==> src/rtl/mips_multicycle_ctrl.sv <==
// Multicycle MIPS control unit: FETCH/DECODE/execute FSM driving datapath enables and mux selects.
// Define MIPS_MC_BNE_EN to add BNE (opcode 000101) to the branch path.
module mips_multicycle_ctrl #(
    parameter int STATE_W = 4
) (
    input  logic               clk,
    input  logic               rst_n,
    input  logic [5:0]         opcode,
    input  logic               zero,
    input  logic               mem_ready,
    output logic               pc_en,
    output logic               ir_write,
    output logic               i_or_d,
    output logic               mem_read,
    output logic               mem_write,
    output logic               mem_to_reg,
    output logic               reg_dst,
    output logic               reg_write,
    output logic               alu_src_a,
    output logic [1:0]         alu_src_b,
    output logic [2:0]         alu_op,
    output logic [1:0]         pc_source,
    output logic [STATE_W-1:0] state,
    output logic               instr_done,
    output logic               illegal_op
);

    typedef enum logic [STATE_W-1:0] {
        FETCH    = STATE_W'(0),
        DECODE   = STATE_W'(1),
        MEM_ADDR = STATE_W'(2),
        MEM_RD   = STATE_W'(3),
        MEM_WB   = STATE_W'(4),
        MEM_WR   = STATE_W'(5),
        R_EXEC   = STATE_W'(6),
        R_WB     = STATE_W'(7),
        BRANCH   = STATE_W'(8),
        JUMP     = STATE_W'(9),
        I_EXEC   = STATE_W'(10),
        I_WB     = STATE_W'(11)
    } state_t;

    localparam logic [5:0] OP_RTYPE = 6'b000000;
    localparam logic [5:0] OP_J     = 6'b000010;
    localparam logic [5:0] OP_BEQ   = 6'b000100;
    localparam logic [5:0] OP_ADDI  = 6'b001000;
    localparam logic [5:0] OP_ADDIU = 6'b001001;
    localparam logic [5:0] OP_SLTI  = 6'b001010;
    localparam logic [5:0] OP_SLTIU = 6'b001011;
    localparam logic [5:0] OP_ANDI  = 6'b001100;
    localparam logic [5:0] OP_ORI   = 6'b001101;
    localparam logic [5:0] OP_LW    = 6'b100011;
    localparam logic [5:0] OP_SW    = 6'b101011;
`ifdef MIPS_MC_BNE_EN
    localparam logic [5:0] OP_BNE   = 6'b000101;
`endif

    state_t state_q, state_d;

    always_ff @(posedge clk) begin
        if (!rst_n) state_q <= FETCH;
        else        state_q <= state_d;
    end

    assign state = state_q;

    always_comb begin
        state_d    = FETCH;
        pc_en      = 1'b0;
        ir_write   = 1'b0;
        i_or_d     = 1'b0;
        mem_read   = 1'b0;
        mem_write  = 1'b0;
        mem_to_reg = 1'b0;
        reg_dst    = 1'b0;
        reg_write  = 1'b0;
        alu_src_a  = 1'b0;
        alu_src_b  = 2'b00;
        alu_op     = 3'b000;
        pc_source  = 2'b00;
        instr_done = 1'b0;
        illegal_op = 1'b0;
        case (state_q)
            FETCH: begin
                mem_read  = 1'b1;
                alu_src_b = 2'b01;
                ir_write  = mem_ready;
                pc_en     = mem_ready;
                state_d   = mem_ready ? DECODE : FETCH;
            end
            DECODE: begin
                alu_src_b = 2'b11;
                case (opcode)
                    OP_LW, OP_SW: state_d = MEM_ADDR;
                    OP_RTYPE:     state_d = R_EXEC;
`ifdef MIPS_MC_BNE_EN
                    OP_BEQ, OP_BNE: state_d = BRANCH;
`else
                    OP_BEQ:       state_d = BRANCH;
`endif
                    OP_J:         state_d = JUMP;
                    OP_ADDI, OP_ADDIU, OP_ANDI, OP_ORI, OP_SLTI, OP_SLTIU:
                                  state_d = I_EXEC;
                    default: begin
                        // Unknown opcode: drop the instruction and refetch.
                        illegal_op = 1'b1;
                        instr_done = 1'b1;
                        state_d    = FETCH;
                    end
                endcase
            end
            MEM_ADDR: begin
                alu_src_a = 1'b1;
                alu_src_b = 2'b10;
                state_d   = (opcode == OP_LW) ? MEM_RD : MEM_WR;
            end
            MEM_RD: begin
                mem_read = 1'b1;
                i_or_d   = 1'b1;
                state_d  = mem_ready ? MEM_WB : MEM_RD;
            end
            MEM_WB: begin
                mem_to_reg = 1'b1;
                reg_write  = 1'b1;
                instr_done = 1'b1;
            end
            MEM_WR: begin
                mem_write  = 1'b1;
                i_or_d     = 1'b1;
                instr_done = mem_ready;
                state_d    = mem_ready ? FETCH : MEM_WR;
            end
            R_EXEC: begin
                alu_src_a = 1'b1;
                alu_op    = 3'b010;
                state_d   = R_WB;
            end
            R_WB: begin
                reg_dst    = 1'b1;
                reg_write  = 1'b1;
                instr_done = 1'b1;
            end
            BRANCH: begin
                alu_src_a  = 1'b1;
                alu_op     = 3'b001;
                pc_source  = 2'b01;
                instr_done = 1'b1;
`ifdef MIPS_MC_BNE_EN
                pc_en      = (opcode == OP_BNE) ? ~zero : zero;
`else
                pc_en      = zero;
`endif
            end
            JUMP: begin
                pc_source  = 2'b10;
                pc_en      = 1'b1;
                instr_done = 1'b1;
            end
            I_EXEC: begin
                alu_src_a = 1'b1;
                alu_src_b = 2'b10;
                case (opcode)
                    OP_ANDI:           alu_op = 3'b100;
                    OP_ORI:            alu_op = 3'b101;
                    OP_SLTI, OP_SLTIU: alu_op = 3'b110;
                    default:           alu_op = 3'b000;
                endcase
                state_d = I_WB;
            end
            I_WB: begin
                reg_write  = 1'b1;
                instr_done = 1'b1;
            end
            default: state_d = FETCH;
        endcase
    end

endmodule

==> config.mk <==
export PLATFORM = sky130hd
export DESIGN_NAME = mips_multicycle_ctrl
export DESIGN_NICKNAME = d
export VERILOG_FILES = /design/src/rtl/mips_multicycle_ctrl.sv
export SDC_FILE = /design/constraint.sdc
export NUM_CORES = 1
export LEC_CHECK = 0
export CAP_MARGIN = 20
export CORE_MARGIN = 2
export CORE_UTILIZATION = 30
export DETAILED_ROUTE_END_ITERATION = 7
export PLACE_DENSITY = 0.7
export SLEW_MARGIN = 20
export SYNTH_ARGS = -nofsm -noshare
export SYNTH_HDL_FRONTEND = slang
export SYNTH_SLANG_ARGS = --single-unit
==> constraint.sdc <==
create_clock -name clk -period 1.2 [get_ports clk]
set_input_delay 0.18 -clock clk [delete_from_list [all_inputs] [get_ports clk]]
set_output_delay 0.18 -clock clk [all_outputs]
set_load 0.05 [all_outputs]
==> results of run 1 <==
==> cell families after synthesis <==
| kind of cell | synth area share, % |
|---|---|
| AND/OR/NAND/NOR | 44.2 |
| AO/OA/AOI/OAI | 29.1 |
| buffers and inverters | 11.6 |
| flip-flops | 12.4 |
| XOR/XNOR | 2.71 |
==> repair_timing <==
| action | in CTS |
|---|---|
| pin swaps | 22 |
| cloned | 0 |
| setup endpoints to repair | 24 |
| setup buffers | 11 |
| gates resized for setup | 40 |
| hold buffers | 0 |
==> through the flow <==
stage          utilization (%)  std cells
2_1_floorplan                -         96
3_3_place_gp              80.5        182
3_5_place_dp              80.5        182
4_1_cts                   92.7        195
==> impl_results.md, run 1 <==
- Run status: stopped before the end
- Post-synth EDFFs: 0
- Setup WS pre-CTS: -0.581 ns
- DP Area: 0.00161 mm²
- Post-Syn Nets: 106
- Die span in y: 50.4 µm
- Library cells used by synthesis: 41
- Root buffer cell: clkbuf_4
- Dominant cell type by area after synthesis: dfxtp_1
- Buffer depth of the longest clock path: 2
- H-tree levels: 1
- Share of the synthesized area in the top cell type: 12.4%
- Final GP Congestion: 0.904
- Initial Util: 32.2%
- CTS buffer count: 3
- HPWL Detailed: 2320 µm
- Syn Inst Count: 96
- Port Buffers: 31
- Top cells by count, synth: nor2_1, a21oi_1, nand2_1
- Failed at: global routing (5_1_grt)
- Stop err: [ERROR DPL-0038] Utilization greater than 100%, impossible to legalize
- GR repair worst EP: alu_op[0]
- Worst EP kind: output port
- Synth async-reset ratio: 0%
- Top post-synthesis cells by area: dfxtp_1, nor2_1, a21oi_1
- Yosys reg bits: 4
- Syn avg cell area: 6.73 µm²
- Ports: 32
- CTS Sinks: 4
- Pin count of the biggest net entering global routing: 13
- Most common cell in the netlist: nor2_1
- Die Width: 50.4 µm
- Sequential element share of the synthesized area: 12.4%
- Cell Rows: 16
- Synth warn: 0
- Syn Std Cell Area: 646 µm²
- Top FF cell, synth: dfxtp_1
==> run 2, diff against run 1 <==
- CORE_AREA: default -> 2 2 63 65
- CORE_MARGIN: 2 -> default
- CORE_UTILIZATION: 30 -> default
- DIE_AREA: default -> 0 0 65 67
- PLACE_DENSITY: 0.7 -> default
- PLACE_DENSITY_LB_ADDON: default -> 0.15
- clock period: 1.2 -> 1.56 ns (I/O delays scaled with it)
==> run 2 against run 1 <==
The flow now finishes, with violations (setup timing). Synthesized area unchanged. Synthesized cell count unchanged.
==> impl_results.md, run 2 <==
- Run status: complete, but fails checks
- Violated checks: setup timing
- Hold worst-path end: state[3]
- Worst slew margin: 76.9%
- Seq pwr share: 15.3%
- Syn Std Cell Area: 646 µm²
- Utilization of the core after routing: 54.9%
- Clock transition at path regs: 0.03 ns
- Fillers: 319
- Initial antenna violation count: 0
- Most common cell after layout, fill and taps aside: buf_4
- Clock Power Share: 29.8%
- Number of global-route vias before repair: 1044
- Internal power: 0.459 mW
- Largest stage delay, worst path: 0.35 ns
- Worst hold stages: 3
- Syn avg cell area: 6.73 µm²
- Final period utilization: 105%
- Cell Count, Final, Fillers Out: 219
- Drt pass-1 iters: 4
- Vias per cell: 4.66
- Die ar.: 0.00436 mm²
- PnR worst setup slack: -0.0706 ns
- Ports: 32
- Vias: 1020
- Share of the synthesized area in the top cell type: 12.4%
- PD cells: 360 mW/mm²
- Slew Viols, Final: 0
- Final critical-path required period: 1.63 ns
- Syn Inst Count: 96
- Final hold violation count: 0
- Sw Ratio: 35.5%
- Tot Pwr: 0.712 mW
- Initial Util: 17.9%
- Kind of critical path: flop to output pin
- Share of post-route cells with drive strength above 1: 72.5%
- Placed cells: 197
- Hold_buf cts: 0
- Port Buffers: 31
- Library cells used by synthesis: 41
- Fmax: 613 MHz
- Crit-path cells: nor2b_4 -> nand4_1 -> buf_4 -> nor2_4 -> buf_12
- Synth async-reset ratio: 0%
- Most frequent cells in the layout: buf_4, buf_12, nor2_4
- ANT nets after route: 0
- Crit path max fanout: 4
- Root buffer cell: clkbuf_8
- Yosys reg bits: 4
- Hold crit path type: flop to flop
- Synth warn: 0
- Worst Path Required: 1.33 ns
- Buffer depth of the longest clock path: 2
- Comb power frac: 54.9%
- Slew @ Worst Pin: 0.342 ns
- Slowest CP cell: dfxtp_4
- Leak: 0.757 nW
- Routed length per placed instance: 12.8 µm
- Clock skew: 0.000625 ns
- Post-Syn Nets: 106
- Drt total wl: 2800 µm
- Pin count of the biggest net entering global routing: 12
- GRT Util Overall: 13.7%
- Most common cell in the netlist: nor2_1
- Setup Viol. Count Final: 5
- Top cells by count, synth: nor2_1, a21oi_1, nand2_1
- Sequential element share of the synthesized area: 12.4%
- Skew-Pair Late Insertion Delay: 0.21 ns
- WP data arrival: 1.40 ns
- Largest delay share family, worst path: simple AND/OR/NAND/NOR gates
- CTS buffer count: 3
- Die span in y: 67 µm
- DRC errors left: 0
- Cell Rows: 22
- Hold Startpoint: state[2]
- Setup crit start kind: flop
- FF-to-FF path depth: 7
- Reg2reg start: state[2]
- Grt total ovfl: 0
- CP Capture Type: output pin
- HPWL Detailed: 2020 µm
- Max IR drop VDD: 0.000380 V
- Core area: 0.00361 mm²
- Final GP Congestion: 0.868
- RSZ-0062 raised after global routing: true
- Hold_ws: 0.562 ns
- R2R setup slack: 0.03 ns
- H-tree levels: 1
- CP bufs+invs: 2
- R2r endpoint: state[2]
- Fin nets: 183
- Dominant cell type by area after synthesis: dfxtp_1
- Die Width: 65 µm
- Sw Pwr: 0.253 mW
- Area growth syn-to-layout: 206%
- MaxCap Viol Count: 0
- Largest register FFs: 4
- DR iter-0 viols: 39
- First-pass GRT wire length: 4660 µm
- CTS tree: built
- CTS Sinks: 4
- Post-synth EDFFs: 0
- Ant diodes: 0
- Top post-synthesis cells by area: dfxtp_1, nor2_1, a21oi_1
- Top FF cell, synth: dfxtp_1
-- run 2: cell counts after synthesis --
No cell type changed its count.
-- run 2: worst max-delay path by stage --
stage                    from         end  slack, ns  cells past startpoint
floorplan            state[3]   alu_src_a      -0.28                      3
global placement    opcode[2]  instr_done      -0.33                      6
detailed placement  opcode[0]  instr_done      -0.36                      7
CTS                  state[1]   alu_op[2]      -0.07                      5
global route         state[0]       pc_en      -0.13                      5
finish               state[3]   alu_op[2]      -0.07                      5
-- run 2: routing by layer --
layer / vias up / part of all wire [%] / GRT usage (%)
met3: 4 / 5.0 / 2.20
met4: 0 / 1.2 / 6.12
li1: 500 / - / -
met5: - / 0 / 0
met2: 35 / 54 / 24.7
met1: 481 / 40 / 15.9
-- run 2: worst reg2reg max path, cell delays in order, from the launching register on --
cell	delay, ns
dfxtp_4	0.34
buf_8	0.14
buf_8	0.14
buf_12	0.12
buf_4	0.13
a21oi_1	0.16
o21ai_2	0.13
a311oi_2	0.27
-- run 2: repair_timing --
| item | CTS | global route |
|---|---|---|
| pin swaps | 17 | 11 |
| resized for setup | 55 | 11 |
| buffers inserted | 16 | 3 |
| setup endpoints to repair | 17 | 19 |
| hold endpoints to repair | 0 | 0 |
-- run 2: cell type report --
cell class	count	area [µm²]	area share, %
Sequential cell	4	95.1	4.81
Timing Repair Buffer	80	952	48.1
Inverter	4	23.8	1.20
Tap cell	48	60.1	3.04
Multi-Input combinational cell	80	806	40.7
Clock buffer	3	41.3	2.09
-- run 2: cell families (layout without fill, tap and decap cells) --
| group | count (synthesis) | in the layout | share of synthesized area (%) |
|---|---|---|---|
| XOR/XNOR | 2 | 2 | 2.71 |
| flip-flops | 4 | 4 | 12.4 |
| AND/OR/NAND/NOR | 50 | 50 | 44.2 |
| AO/OA/AOI/OAI | 28 | 28 | 29.1 |
| buffers and inverters | 12 | 87 | 11.6 |
-- run 2: power by group through the flow --
| stage | combinational (mW) | clock, mW | sequential (mW) |
|---|---|---|---|
| after detailed placement | 0.326 | 0 | 0.112 |
| after CTS | 0.382 | 0.222 | 0.109 |
| after floorplan | 0.175 | 0 | 0.117 |
| final | 0.391 | 0.212 | 0.109 |
| after global placement | 0.323 | 0 | 0.112 |
| after global routing | 0.410 | 0.236 | 0.110 |
-- run 2: per-stage QoR --
step | setup WS [ns] | TNS [ns] | area [µm²]
after global routing | -0.126 | -0.922 | 1980
after CTS | -0.0694 | -0.317 | 1900
final | -0.0706 | -0.215 | 1980
after global placement | -0.330 | -2.21 | 1530
after floorplan | -0.281 | -0.889 | 812
after detailed placement | -0.361 | -2.28 | 1530
Note: power is estimated with default switching activity, not from simulation.
